File: src/rtl/pipe_hazard_ctrl_pkg.sv
// Shared definitions for the pipeline hazard controller:
// controller FSM encodings and scoreboard geometry / entry field widths.
package pipe_hazard_ctrl_pkg;

  typedef enum logic [1:0] {
    ST_RUN    = 2'd0,
    ST_DRAIN  = 2'd1,
    ST_HALTED = 2'd2
  } hz_state_e;

  // Scoreboard geometry: one entry per downstream stage.
  localparam int SB_DEPTH = 3;
  localparam int SB_EX    = 0;
  localparam int SB_MEM   = 1;
  localparam int SB_WB    = 2;

  // Scoreboard entry fields: 1-bit valid plus a destination
  // register specifier of SB_DEST_W bits (default width).
  localparam int SB_VALID_W = 1;
  localparam int SB_DEST_W  = 3;

endpackage

File: src/rtl/pipe_hazard_ctrl_scoreboard.sv
// hazard_scoreboard: EX/MEM/WB {valid,dest} shift register with
// RAW match against the ID sources. Ports: clk, rst, hold, ld_*, id_*, hazard, empty.
module hazard_scoreboard
  import pipe_hazard_ctrl_pkg::*;
#(
  parameter int REG_AW = SB_DEST_W
) (
  input  logic              clk,
  input  logic              rst,
  input  logic              hold,
  input  logic              ld_valid,
  input  logic [REG_AW-1:0] ld_dest,
  input  logic              id_valid,
  input  logic [REG_AW-1:0] id_rs,
  input  logic [REG_AW-1:0] id_rt,
  input  logic              id_use_rs,
  input  logic              id_use_rt,
  output logic              hazard,
  output logic              empty
);

  logic [SB_DEPTH-1:0][SB_VALID_W-1:0] vld_q, vld_d;
  logic [SB_DEPTH-1:0][REG_AW-1:0]     dst_q, dst_d;

  always_comb begin
    vld_d = vld_q;
    dst_d = dst_q;
    if (!hold) begin
      vld_d = {vld_q[SB_MEM], vld_q[SB_EX], ld_valid};
      dst_d = {dst_q[SB_MEM], dst_q[SB_EX], ld_dest};
    end
  end

  always_ff @(posedge clk or posedge rst) begin
    if (rst) begin
      vld_q <= '0;
      dst_q <= '0;
    end else begin
      vld_q <= vld_d;
      dst_q <= dst_d;
    end
  end

  // WB is excluded: the RF writes before it is read.
  logic ex_rs, mem_rs, ex_rt, mem_rt;

  always_comb begin
    ex_rs  = vld_q[SB_EX][0]  && (dst_q[SB_EX]  == id_rs);
    mem_rs = vld_q[SB_MEM][0] && (dst_q[SB_MEM] == id_rs);
    ex_rt  = vld_q[SB_EX][0]  && (dst_q[SB_EX]  == id_rt);
    mem_rt = vld_q[SB_MEM][0] && (dst_q[SB_MEM] == id_rt);
    hazard = id_valid &&
             ((id_use_rs && (ex_rs || mem_rs)) ||
              (id_use_rt && (ex_rt || mem_rt)));
    empty  = ~|vld_q;
  end

endmodule

File: src/rtl/pipe_hazard_ctrl.sv
// pipe_hazard_ctrl: RAW stall/bubble generation, memory freeze, HALT drain
// FSM and saturating hazard-stall counter. Outputs: stall_if, bubble_id, freeze, halted, stall_cnt.
module pipe_hazard_ctrl
  import pipe_hazard_ctrl_pkg::*;
#(
  parameter int REG_AW = 3,
  parameter int CNT_W  = 8
) (
  input  logic              clk,
  input  logic              rst,
  input  logic              id_valid,
  input  logic [REG_AW-1:0] id_rs,
  input  logic [REG_AW-1:0] id_rt,
  input  logic              id_use_rs,
  input  logic              id_use_rt,
  input  logic              id_reg_en,
  input  logic [REG_AW-1:0] id_wr_reg,
  input  logic              id_halt,
  input  logic              mem_stall,
  output logic              stall_if,
  output logic              bubble_id,
  output logic              freeze,
  output logic              halted,
  output logic [CNT_W-1:0]  stall_cnt
);

  localparam logic [CNT_W-1:0] CNT_MAX = '1;
  localparam logic [CNT_W-1:0] CNT_ONE = {{(CNT_W-1){1'b0}}, 1'b1};

  hz_state_e        state_q, state_d;
  logic [CNT_W-1:0] cnt_q, cnt_d;
  logic             hazard, sb_empty, ld_valid, run;

  assign run = (state_q == ST_RUN);

  // HALT is loaded as a non-writing entry.
  assign ld_valid = id_valid && id_reg_en && !id_halt && !hazard && run;

  hazard_scoreboard #(.REG_AW(REG_AW)) u_sb (
    .clk       (clk),
    .rst       (rst),
    .hold      (mem_stall),
    .ld_valid  (ld_valid),
    .ld_dest   (id_wr_reg),
    .id_valid  (id_valid),
    .id_rs     (id_rs),
    .id_rt     (id_rt),
    .id_use_rs (id_use_rs),
    .id_use_rt (id_use_rt),
    .hazard    (hazard),
    .empty     (sb_empty)
  );

  always_comb begin
    state_d = state_q;
    cnt_d   = cnt_q;
    if (!mem_stall) begin
      case (state_q)
        ST_RUN: begin
          if (hazard) begin
            if (cnt_q != CNT_MAX) cnt_d = cnt_q + CNT_ONE;
          end else if (id_valid && id_halt) begin
            state_d = ST_DRAIN;
          end
        end
        ST_DRAIN:  if (sb_empty) state_d = ST_HALTED;
        ST_HALTED: state_d = ST_HALTED;
        default:   state_d = ST_RUN;
      endcase
    end
  end

  always_ff @(posedge clk or posedge rst) begin
    if (rst) begin
      state_q <= ST_RUN;
      cnt_q   <= '0;
    end else begin
      state_q <= state_d;
      cnt_q   <= cnt_d;
    end
  end

  // Freeze wins: everything holds, so no bubble is inserted.
  always_comb begin
    freeze    = mem_stall;
    stall_if  = mem_stall || !run || hazard;
    bubble_id = !mem_stall && (!run || hazard);
    halted    = (state_q == ST_HALTED);
    stall_cnt = cnt_q;
  end

endmodule

File: config.mk
export PLATFORM = sky130hd
export DESIGN_NAME = pipe_hazard_ctrl
export DESIGN_NICKNAME = d
export VERILOG_FILES = /design/src/rtl/pipe_hazard_ctrl_pkg.sv /design/src/rtl/pipe_hazard_ctrl_scoreboard.sv /design/src/rtl/pipe_hazard_ctrl.sv
export SDC_FILE = /design/constraint.sdc
export NUM_CORES = 1
export LEC_CHECK = 0
export BUFFER_PORTS_ARGS = -buffer_cell sky130_fd_sc_hd__buf_2
export CORE_UTILIZATION = 45
export DETAILED_ROUTE_END_ITERATION = 8
export GPL_TIMING_DRIVEN = 0
export HOLD_SLACK_MARGIN = 0.05
export PLACE_DENSITY = 0.77
export SETUP_SLACK_MARGIN = 0.02
export SLEW_MARGIN = 15
export SYNTH_ARGS = -nofsm -noshare
export SYNTH_HDL_FRONTEND = slang
export SYNTH_SLANG_ARGS = --single-unit
File: constraint.sdc
create_clock -name clk -period 1.93 [get_ports clk]
set_clock_uncertainty 0.2 [all_clocks]
set_input_delay 0.386 -clock clk [delete_from_list [all_inputs] [get_ports clk]]
set_output_delay 0.386 -clock clk [all_outputs]
set_load 0.01 [all_outputs]
### Word level (Yosys, flattened, before mapping)

Index checks and enable logic that the tools add are counted.

| storage, ports and cells | value |
|---|---|
| bits in registers | 19 |
| bits of input ports | 17 |
| output and inout bits | 12 |
| logic and storage cells | 50 |

| cells by class | value |
|---|---|
| $add $sub $neg | 1 |
| equality and inequality tests | 10 |
| muxes and demuxes | 4 |
| bitwise logic cells | 1 |
| reductions and logical operators | 27 |

Operators by type and width:

| operator | number |
|---|---|
| $logic_and A1 B1 Y1 | 13 |
| $eq A3 B3 Y1 | 4 |
| $add A8 B1 Y8 const B | 1 |
| $ne A8 B8 Y1 const B | 1 |
| $reduce_and A4 Y1 | 2 |
| $logic_or A1 B1 Y1 | 6 |
| $mux W2 | 3 |
| $pmux W2 S3 | 1 |
| $logic_not A1 Y1 | 4 |
| $ne A2 B2 Y1 const B | 2 |
| $reduce_or A3 Y1 | 1 |
| $eq A2 B1 Y1 const B | 1 |
| $eq A2 B2 Y1 const B | 1 |
| $logic_not A2 Y1 | 1 |
| $ne A2 B1 Y1 const B | 1 |
| $not A1 Y1 | 1 |

### Logic depth before layout (Yosys ltp)

Gate-level depths: netlist of the first run.

| depth | value |
|---|---|
| depth in word-level cells | 9 |
| depth in mapped cells | 8 |
| gate-level depth less buffers | 8 |

### Hierarchy

From an unflattened synthesis of the first run, not the netlist that was laid out.

| unflattened totals | value |
|---|---|
| cell total of the unflattened synthesis | 107 |
| area, all modules | 1147.4 µm² |

By module, submodules not included:

| module | times used | cells an instance | area an instance (µm²) | seq. area each (µm²) |
|---|---|---|---|---|
| pipe_hazard_ctrl | 1 | 66 | 655.6 | 250.2 |
| hazard_scoreboard | 1 | 41 | 491.7 | 225.2 |

### Worst setup path before layout of the first run

OpenSTA, ideal clock, no wires.

| path | value |
|---|---|
| kind | reg2out |
| from | register u_sb.dst_q[4] (netlist bit) |
| to | output port bubble_id |
| arrival time | 1293 ps |
| data required time | 1344 ps |
| setup slack | 51 ps |
| stages on the path, launching flop included | 6 |
| path buffers | 0 |
| cells stage by stage | dfrtp_1 > xnor2_1 > nand4_1 > a21boi_2 > o21ai_0 > a21oi_1 |

| between the ends | value |
|---|---|
| cells in the longest elaborated chain, start to end | 8 |
| elaborated cells between the ends (all ways) | 12 |
| classes of those cells | 2 x eq/ne; 10 x reduce/logical |

Ends and longest elaborated chain:

| item | RTL line | text |
|---|---|---|
| start, declared | pipe_hazard_ctrl_scoreboard.sv:23 | `logic [SB_DEPTH-1:0][REG_AW-1:0] dst_q, dst_d;` |
| start signal, assigned | pipe_hazard_ctrl_scoreboard.sv:40 | `dst_q <= dst_d;` |
| $eq A3 B3 Y1 (on tied branches) | pipe_hazard_ctrl_scoreboard.sv:49, pipe_hazard_ctrl_scoreboard.sv:51 |  |
| $logic_and A1 B1 Y1 (on tied branches) | pipe_hazard_ctrl_scoreboard.sv:49, pipe_hazard_ctrl_scoreboard.sv:51 |  |
| $logic_or A1 B1 Y1 (on tied branches) | pipe_hazard_ctrl_scoreboard.sv:53, pipe_hazard_ctrl_scoreboard.sv:54 |  |
| $logic_and A1 B1 Y1 (on tied branches) | pipe_hazard_ctrl_scoreboard.sv:53, pipe_hazard_ctrl_scoreboard.sv:54 |  |
| $logic_or A1 B1 Y1 (*) | pipe_hazard_ctrl_scoreboard.sv:53 | `((id_use_rs && (ex_rs \|\| mem_rs)) \|\|` |
| $logic_and A1 B1 Y1 (*) | pipe_hazard_ctrl_scoreboard.sv:52 | `hazard = id_valid &&` |
| $logic_or A1 B1 Y1 (*) | pipe_hazard_ctrl.sv:87 | `bubble_id = !mem_stall && (!run \|\| hazard);` |
| $logic_and A1 B1 Y1 (*) | pipe_hazard_ctrl.sv:87 |  |
| end, declared | pipe_hazard_ctrl.sv:21 | `output logic bubble_id,` |

Mark *: on every way between the ends. The rest lies on a longest branch, timed or not.

### Worst setup path in the final report of the first run

| path | value |
|---|---|
| from | register u_sb.dst_q[3] (netlist bit) |
| to | output port bubble_id |

Same word-level chain as after synthesis.

==> results of run 1 <==
==> where the power goes <==
part,switching (uW),internal (uW)
clock network,135,78.9
registers,49.7,446
logic,156,170
total,341,696
==> metrics by stage <==
step	power, uW	util	cell area, sq um
after floorplan	720	-	1080
after global placement	797	0.562	1250
after detailed placement	810	0.562	1250
after CTS	1030	0.595	1330
after global routing	1110	0.602	1340
final	1040	0.602	1340
==> per-layer routing <==
layer / track usage / vias to the layer above
li1: - / 410
met3: 0.0595 / 4
met1: 0.222 / 394
met2: 0.357 / 24
met5: 0 / -
met4: 0.0602 / 0
==> cell families after synthesis <==
family,count (synthesis),share of synthesized area
AOI/OAI and AO/OA,12,0.0950
DFF,19,0.440
xor gates and xnor gates,19,0.154
adders and majority gates,4,0.0464
muxes,9,0.0939
and+or+nand+nor,27,0.143
buffers and inverters,7,0.0278
==> sequential cells by signal (all words and copies together) (netlist names) <==
register    cells
u_sb.vld_q      3
u_sb.dst_q      6
state_q         2
stall_cnt       8
==> timing repair <==
item | CTS | global route
setup buffers | 4 | 0
endpoints found under the hold margin | 19 | 0
setup endpoints to repair | 7 | 10
pin swaps | 11 | 5
hold buffers | 1 | 0
gates resized for setup | 2 | 4
==> final cells by class <==
type / instances / area [sq um] / share of cell area
Multi-Input combinational cell: 71 / 592 / 0.440
Clock inverter: 1 / 7.51 / 0.00559
Timing Repair Buffer: 33 / 180 / 0.134
Buffer: 2 / 11.3 / 0.00838
Clock buffer: 3 / 22.5 / 0.0168
Tap cell: 28 / 35.0 / 0.0261
Inverter: 5 / 18.8 / 0.0140
Sequential cell: 19 / 477 / 0.355
==> worst max path at each step <==
stage / start / endpoint
6_report: u_sb.dst_q[3]$_DFFE_PP0N_ / bubble_id
3_5_place_dp: id_rt[0] / bubble_id
5_1_grt: u_sb.dst_q[3]$_DFFE_PP0N_ / bubble_id
3_3_place_gp: id_rs[1] / bubble_id
2_1_floorplan: u_sb.dst_q[4]$_DFFE_PP0N_ / bubble_id
4_1_cts: u_sb.dst_q[1]$_DFFE_PP0N_ / bubble_id
==> cells in the final DEF, fill, tap and decap left out, drive strengths merged <==
cell	n
a21boi	2
a21oi	3
a22o	1
a31o	1
and4b	1
buf	33
clkbuf	4
clkinvlp	1
dfrtp	19
dlygate4sd3	1
ha	4
inv	5
mux2	9
nand2	6
nand2b	1
nand3	3
nand4	5
nor2	6
nor2b	1
nor3	4
o211ai	1
o21ai	1
o21bai	1
o221ai	1
o31ai	1
xnor2	14
xor2	5
==> reports/qor.csv, run 1 <==
metric;value;unit
r2r_start;state_q[1]$_DFFE_PP0P_;
holdWs;108;ps
critPathSlowestCell;dfrtp_2;
die_w;51.0;um
groute.usage.overall;0.198;
clockBufferDepth;2;
power_leakage;0.000641;uW
vias_per_cell;5.14;
final_hold_viol_count;0;
dp_hpwl;1570;um
min_path_type;in2reg;
wire_per_inst;13.5;um
numCtsBuffers;3;
first_iter_violations;9;
slew_headroom;0.515;
wirelength;2190;um
drive_above_1_share;0.440;
cts_tree;yes;
route.met3.wl;108;um
critical-path-top-delay-family;flip-flops;
rsz0062_at_grt;yes;
synth_edf_count;0;
finalSetupViolCount;6;
fin_cells;162;
drv_cap;0;
max_freq;443;MHz
htree_levels;1;
avgSynthCellArea;11.1;sq um
reg2reg_to;stall_cnt[7]$_DFFE_PP0P_;
clock_latency;300;ps
grt_pass1_wl;3800;um
drt_drc_violations_left;0;
firstDrtPassIters;4;
path_depth;6;
antenna_found_initial;0;
dp_slack;-209;ps
ys.flop_type;dfrtp_1;
port_buffers;28;
met2_length;1140;um
fin_setup_tns;-719;ps
syn-num-nets;118;
min_period;2260;ps
core-area;2230;sq um
slew_violations;0;
design.die.area;2600;sq um
grt_max_degree;20;
grt_pass1_vias;887;
row_count;17;
synthTopCellsByCount;dfrtp_1, xnor2_1, mux2_2, nand2_1, nor2_1;
cts_num_sinks;19;
diodes;0;
async_flop_share;1.00;
required;1340;ps
final_nets;156;
crit_buf_inv;1;
num-fill-cells;206;
arrival;1670;ps
dp.cells;153;
syn_area;1080;sq um
violations;setup timing;
area_growth;24.4;%
holdCritStartpoint;id_wr_reg[2];
critPathLaunchType;flop;
overflow;0;
worstMarginPinSlew;727;ps
num_vias;832;
clkTransAtPathRegs;120;ps
path_class;reg2out;
status;finished with violations;
max-vdd-ir-drop;499;uV
synth.ff_latch_count;19;
path_cells;xnor2_2 > nand4_1 > a21boi_2 > o21ai_2 > a21oi_2 > buf_2;
pin_count;29;
yosys-top-cells-area;dfrtp_1, xnor2_1, mux2_2;
r2r_cells;7;
period_share;1.17;
setup_slack;-329;ps
netlist_instances;97;
start_util;0.483;
yosys_warnings;0;
path_max_fanout;3;
routabilityCongestion;0.870;
yosysTopAreaCellShare;0.440;
cts_root_buf;clkbuf_4;
ant_nets;0;
yosys.area.top_type;dfrtp_1;
synth_most_common_cell;dfrtp_1;
ys_seq_area_frac;0.440;
worstHoldEndpoint;u_sb.dst_q[2]$_DFFE_PP0N_;
slowest_delay;460;ps
hold_path_depth;2;
cp-end-kind;output pin;
powerDensity;771;nW/um^2
synth_cell_type_count;25;
regToRegSetupSlack;-60;ps
die_h;51.0;um
dr.max_layer_used;met4;
wl_met1;902;um
Power figures use the tool's default switching activity.
==> inputs of run 2 (changes only) <==
BUFFER_PORTS_ARGS = -buffer_cell sky130_fd_sc_hd__buf_4   (was -buffer_cell sky130_fd_sc_hd__buf_2)
==> reports/qor.csv, run 2 (synthesis gave the netlist of run 1 again) <==
metric;value;unit;change
htree_levels;1;;unchanged
dpl_cell_area;1330;sq um;+5.6%
rsz0062_at_grt;yes;;
required;1340;ps;about the same
slew_violations;0;;unchanged
start_util;0.483;;unchanged
fin_cells;162;;unchanged
max-vdd-ir-drop;579;uV;+16%
overflow;0;;unchanged
slowest_delay;420;ps;-40 ps
pin_count;29;;unchanged
row_count;17;;unchanged
area_growth;30.2;%;
holdCritStartpoint;id_wr_reg[2];;
vias_per_cell;5.15;;+0.36%
worstMarginPinSlew;693;ps;-33.7 ps
num_vias;835;;+0.36%
antenna_found_initial;0;;unchanged
drt_drc_violations_left;0;;unchanged
largest_reg_flops;8;;unchanged
die_h;51.0;um;unchanged
design.die.area;2600;sq um;unchanged
grt_pass1_wl;3910;um;+3.1%
min_path_type;in2reg;;
max_freq;456;MHz;+3.0%
final_cell_mix;buf_4, dfrtp_1, xnor2_1;;
cts_tree;yes;;
dp.cells;153;;unchanged
wire_per_inst;13.4;um;-1.1%
violations;setup timing;;
grt_pass1_vias;892;;+0.56%
numCtsBuffers;3;;unchanged
path_max_fanout;3;;unchanged
wirelength;2170;um;-1.1%
first_iter_violations;8;;-1
power_leakage;0.000658;uW;+2.7%
hold_path_depth;2;;unchanged
ant_nets;0;;unchanged
final_hold_viol_count;0;;unchanged
dp_hpwl;1670;um;+6.6%
groute.usage.overall;0.207;;+0.00824
dp_slack;-227;ps;-17.7 ps
cp-end-kind;output pin;;
die_w;51.0;um;unchanged
diodes;0;;unchanged
drive_above_1_share;0.433;;-0.00746
reg2reg_to;stall_cnt[2]$_DFFE_PP0P_;;
port_buffers;28;;unchanged
holdWs;121;ps;+13.2 ps
clock_latency;300;ps;about the same
p_total;1060;uW;+2.3%
worstHoldEndpoint;u_sb.dst_q[2]$_DFFE_PP0N_;;
regToRegSetupSlack;0;ps;+60 ps
finalSetupViolCount;3;;-3
status;finished with violations;;
r2r_cells;7;;unchanged
routabilityCongestion;0.805;;-7.5%
path_class;reg2out;;
clockBufferDepth;2;;unchanged
core-area;2230;sq um;unchanged
setup_slack;-263;ps;+65.9 ps
crit_buf_inv;1;;unchanged
final_nets;156;;unchanged
cts_root_buf;clkbuf_4;;
path_cells;xnor2_1 > nand4_1 > a21boi_2 > o21ai_2 > a21oi_1 > buf_4;;
cts_num_sinks;19;;unchanged
critPathSlowestCell;dfrtp_1;;
r2r_start;state_q[1]$_DFFE_PP0P_;;
final_common_cell;buf_4;;
period_share;1.14;;-0.0341
arrival;1610;ps;-60 ps
drv_cap;0;;unchanged
final_area;1410;sq um;+4.7%
grt_max_degree;20;;unchanged
min_period;2190;ps;-65.9 ps
clkTransAtPathRegs;110;ps;about the same
critical-path-top-delay-family;compound AO/OA/AOI/OAI gates;;
critPathLaunchType;flop;;
slew_headroom;0.537;;+0.0225
firstDrtPassIters;3;;-1
powerDensity;754;nW/um^2;-2.3%
==> run 2: report_power, final <==
part / leakage, uW / total (uW) / internal, uW / switching [uW]
Sequential: 0.000242 / 494 / 446 / 47.5
Combinational: 0.000399 / 366 / 205 / 161
Clock: 0.0000177 / 200 / 77.3 / 123
Total: 0.000658 / 1060 / 728 / 332
==> run 2: routing by layer <==
metal  GRT usage  vias up  wire [um]  share of wire
met2       0.371       20       1140           0.52
li1            -      409          -              -
met1       0.247      406        934           0.43
met3      0.0625        0         96          0.044
met5           0        -          0              0
met4      0.0278        0          0              0
==> run 2: final cells by class <==
type | instances | area (sq um)
Fill cell | 202 | 827
Multi-Input combinational cell | 71 | 583
Sequential cell | 19 | 477
Tap cell | 28 | 35.0
Buffer | 2 | 11.3
Clock inverter | 1 | 5.00
Clock buffer | 3 | 22.5
Inverter | 5 | 18.8
Timing Repair Buffer | 33 | 254
==> run 2: per-stage QoR <==
step | utilization | TNS, ps
6_report | 0.630 | -441
5_1_grt | 0.630 | -1540
4_1_cts | 0.629 | -474
3_5_place_dp | 0.593 | -524
3_3_place_gp | 0.593 | -265
2_1_floorplan | - | 0
==> run 2: worst max-delay path by stage <==
stage,startpoint,endpoint,cells after the start
final,u_sb.dst_q[4]$_DFFE_PP0N_,bubble_id,6
after CTS,u_sb.dst_q[4]$_DFFE_PP0N_,bubble_id,6
after floorplan,u_sb.dst_q[4]$_DFFE_PP0N_,bubble_id,5
after global routing,u_sb.dst_q[5]$_DFFE_PP0N_,bubble_id,6
after detailed placement,id_rt[1],bubble_id,7
after global placement,id_rs[1],bubble_id,7
==> run 2: timing repair <==
action | 4_1_cts | 5_1_grt
setup buffers | 4 | 0
gates resized for setup | 5 | 1
pin swaps | 13 | 3
endpoints found under the setup margin | 9 | 9
hold buffers | 1 | 0
hold endpoints to repair | 19 | 0
gates cloned | 0 | 0
==> inputs of run 3 (changes only) <==
CORE_UTILIZATION = 53   (was 45)
CTS_BUF_LIST = sky130_fd_sc_hd__clkbuf_4   (was not set)
PLACE_DENSITY = 0.87   (was 0.77)
==> reports/qor.csv, run 3 (synthesis gave the netlist of run 1 again) <==
metric;value;unit;change
status;finished with violations;;
violations;setup timing;;
wl_met1;1030;um;+10%
final_common_cell;buf_4;;
grt_max_degree;20;;unchanged
largest_reg_flops;8;;unchanged
start_util;0.593;;+0.110
path_max_fanout;3;;unchanged
min_period;2240;ps;+49.8 ps
rsz0062_at_grt;yes;;
dr.max_layer_used;met4;;
port_buffers;28;;unchanged
grt_pass1_wl;3650;um;-6.7%
firstDrtPassIters;4;;+1
multiInputGateArea;633;sq um;+8.6%
pin_count;29;;unchanged
antenna_found_initial;0;;unchanged
htree_levels;1;;unchanged
vias_per_cell;5.51;;+6.9%
setup_slack;-313;ps;-49.8 ps
numCtsBuffers;3;;unchanged
diodes;0;;unchanged
max_freq;446;MHz;-2.2%
required;1340;ps;about the same
first_iter_violations;7;;-1
cp-end-kind;output pin;;
period_share;1.16;;+0.0258
cts_root_buf;clkbuf_4;;
clkTransAtPathRegs;120;ps;about the same
drt_drc_violations_left;0;;unchanged
finalSetupViolCount;3;;unchanged
routabilityCongestion;0.820;;+1.9%
die_h;47.1;um;-7.6%
core-area;1820;sq um;-18%
final_cell_mix;buf_4, dfrtp_1, xnor2_1;;
critPathSlowestCell;dfrtp_1;;
row_count;15;;-2
fin_util;0.808;;+0.178
power_leakage;0.000696;uW;+5.7%
clock_latency;320;ps;+20 ps
dp_slack;-241;ps;-14.4 ps
hold_path_depth;2;;unchanged
slew_violations;0;;unchanged
regArea;477;sq um;unchanged
num_vias;887;;+6.2%
final_hold_viol_count;0;;unchanged
die_w;47.1;um;-7.6%
route.met3.wl;80;um;-17%
overflow;0;;unchanged
wirelength;2480;um;+15%
powerDensity;786;nW/um^2;+4.3%
slowest_delay;450;ps;+30 ps
final_nets;158;;+1.3%
max-vdd-ir-drop;571;uV;-1.5%
slew_headroom;0.525;;-0.0123
ant_nets;0;;unchanged
drv_cap;0;;unchanged
design.die.area;2220;sq um;-15%
dp_hpwl;1670;um;about the same
num-fill-cells;119;;-41%
path_cells;xnor2_1 > nand4_1 > a21boi_2 > o21ai_2 > a21oi_2 > buf_4;;
r2r_cells;7;;unchanged
area_growth;36.2;%;
drive_above_1_share;0.500;;+0.0672
wire_per_inst;15.4;um;+15%
min_path_type;in2reg;;
path_class;reg2out;;
arrival;1660;ps;+50 ps
cts_tree;yes;;
critPathLaunchType;flop;;
met2_length;1320;um;+16%
clockBufferDepth;2;;unchanged
worstMarginPinSlew;711;ps;+18.5 ps
cts_num_sinks;19;;unchanged
groute.usage.overall;0.242;;+0.0354
grt_pass1_vias;893;;+0.11%
==> run 3: changes by cell type in the layout (fill, tap and decap cells not counted), moves of 2 or more <==
cell	change
xnor2_1	-4
xnor2_2	+4
buf_4	+2
inv_1	-2
inv_2	+2
==> run 3: repair_timing <==
item                                    4_1_cts  5_1_grt
buffers inserted                              5        1
pin swaps                                    10        6
cloned                                        0        0
hold buffers                                  1        0
endpoints found under the hold margin        19        0
endpoints found under the setup margin        9       10
gates resized for setup                       5       11
==> run 3: through the flow <==
step	TNS (ps)	cell area, sq um	hold slack, ps	std cells	total power (uW)
final	-570	1470	91.9	161	1160
after global routing	-1070	1470	79.7	161	1220
after CTS	-483	1410	101	160	1090
after detailed placement	-579	1320	293	150	850
after global placement	-250	1320	289	150	823
after floorplan	0	1080	137	97	720
==> run 3: layer usage <==
layer / track usage / vias to the layer above
li1: - / 417
met1: 0.285 / 436
met2: 0.433 / 27
met3: 0.0269 / 7
met4: 0.126 / 0
met5: 0 / -
==> run 3: path summary, 6_finish.rpt <==
check                                           from                        end  slack (ps)
min in group asynchronous                        rst  u_sb.dst_q[4]$_DFFE_PP0N_         540
setup reg to reg           u_sb.dst_q[3]$_DFFE_PP0N_   stall_cnt[6]$_DFFE_PP0P_         -10
hold reg to reg             stall_cnt[7]$_DFFE_PP0P_   stall_cnt[7]$_DFFE_PP0P_         330
max in group asynchronous                        rst  u_sb.dst_q[5]$_DFFE_PP0N_         500
hold / removal                          id_wr_reg[2]  u_sb.dst_q[2]$_DFFE_PP0N_          90
setup / recovery           u_sb.dst_q[4]$_DFFE_PP0N_                  bubble_id        -310
==> run 3: area by class of cell <==
cell class              count  share of cell area
multi-input cells          71               0.431
flip-flops and latches     19               0.324
repair buffers             35               0.183
well taps                  25              0.0213
clock buffers               4              0.0204
inverters                   5              0.0128
plain buffers               2             0.00766
==> run 3: worst max-delay path, delay by kind of cell, from the launching register on <==
kind	cells	cell delay, ps
compound gates	3	430
flops	1	450
simple gates	1	140
xor+xnor	1	190
buf+inv	1	130
==> run 3: power by group <==
group	leakage, uW	total, uW	switching (uW)	internal, uW
Combinational	0.000435	424	182	241
Clock	0.0000184	229	134	95.0
Sequential	0.000242	503	56.7	446
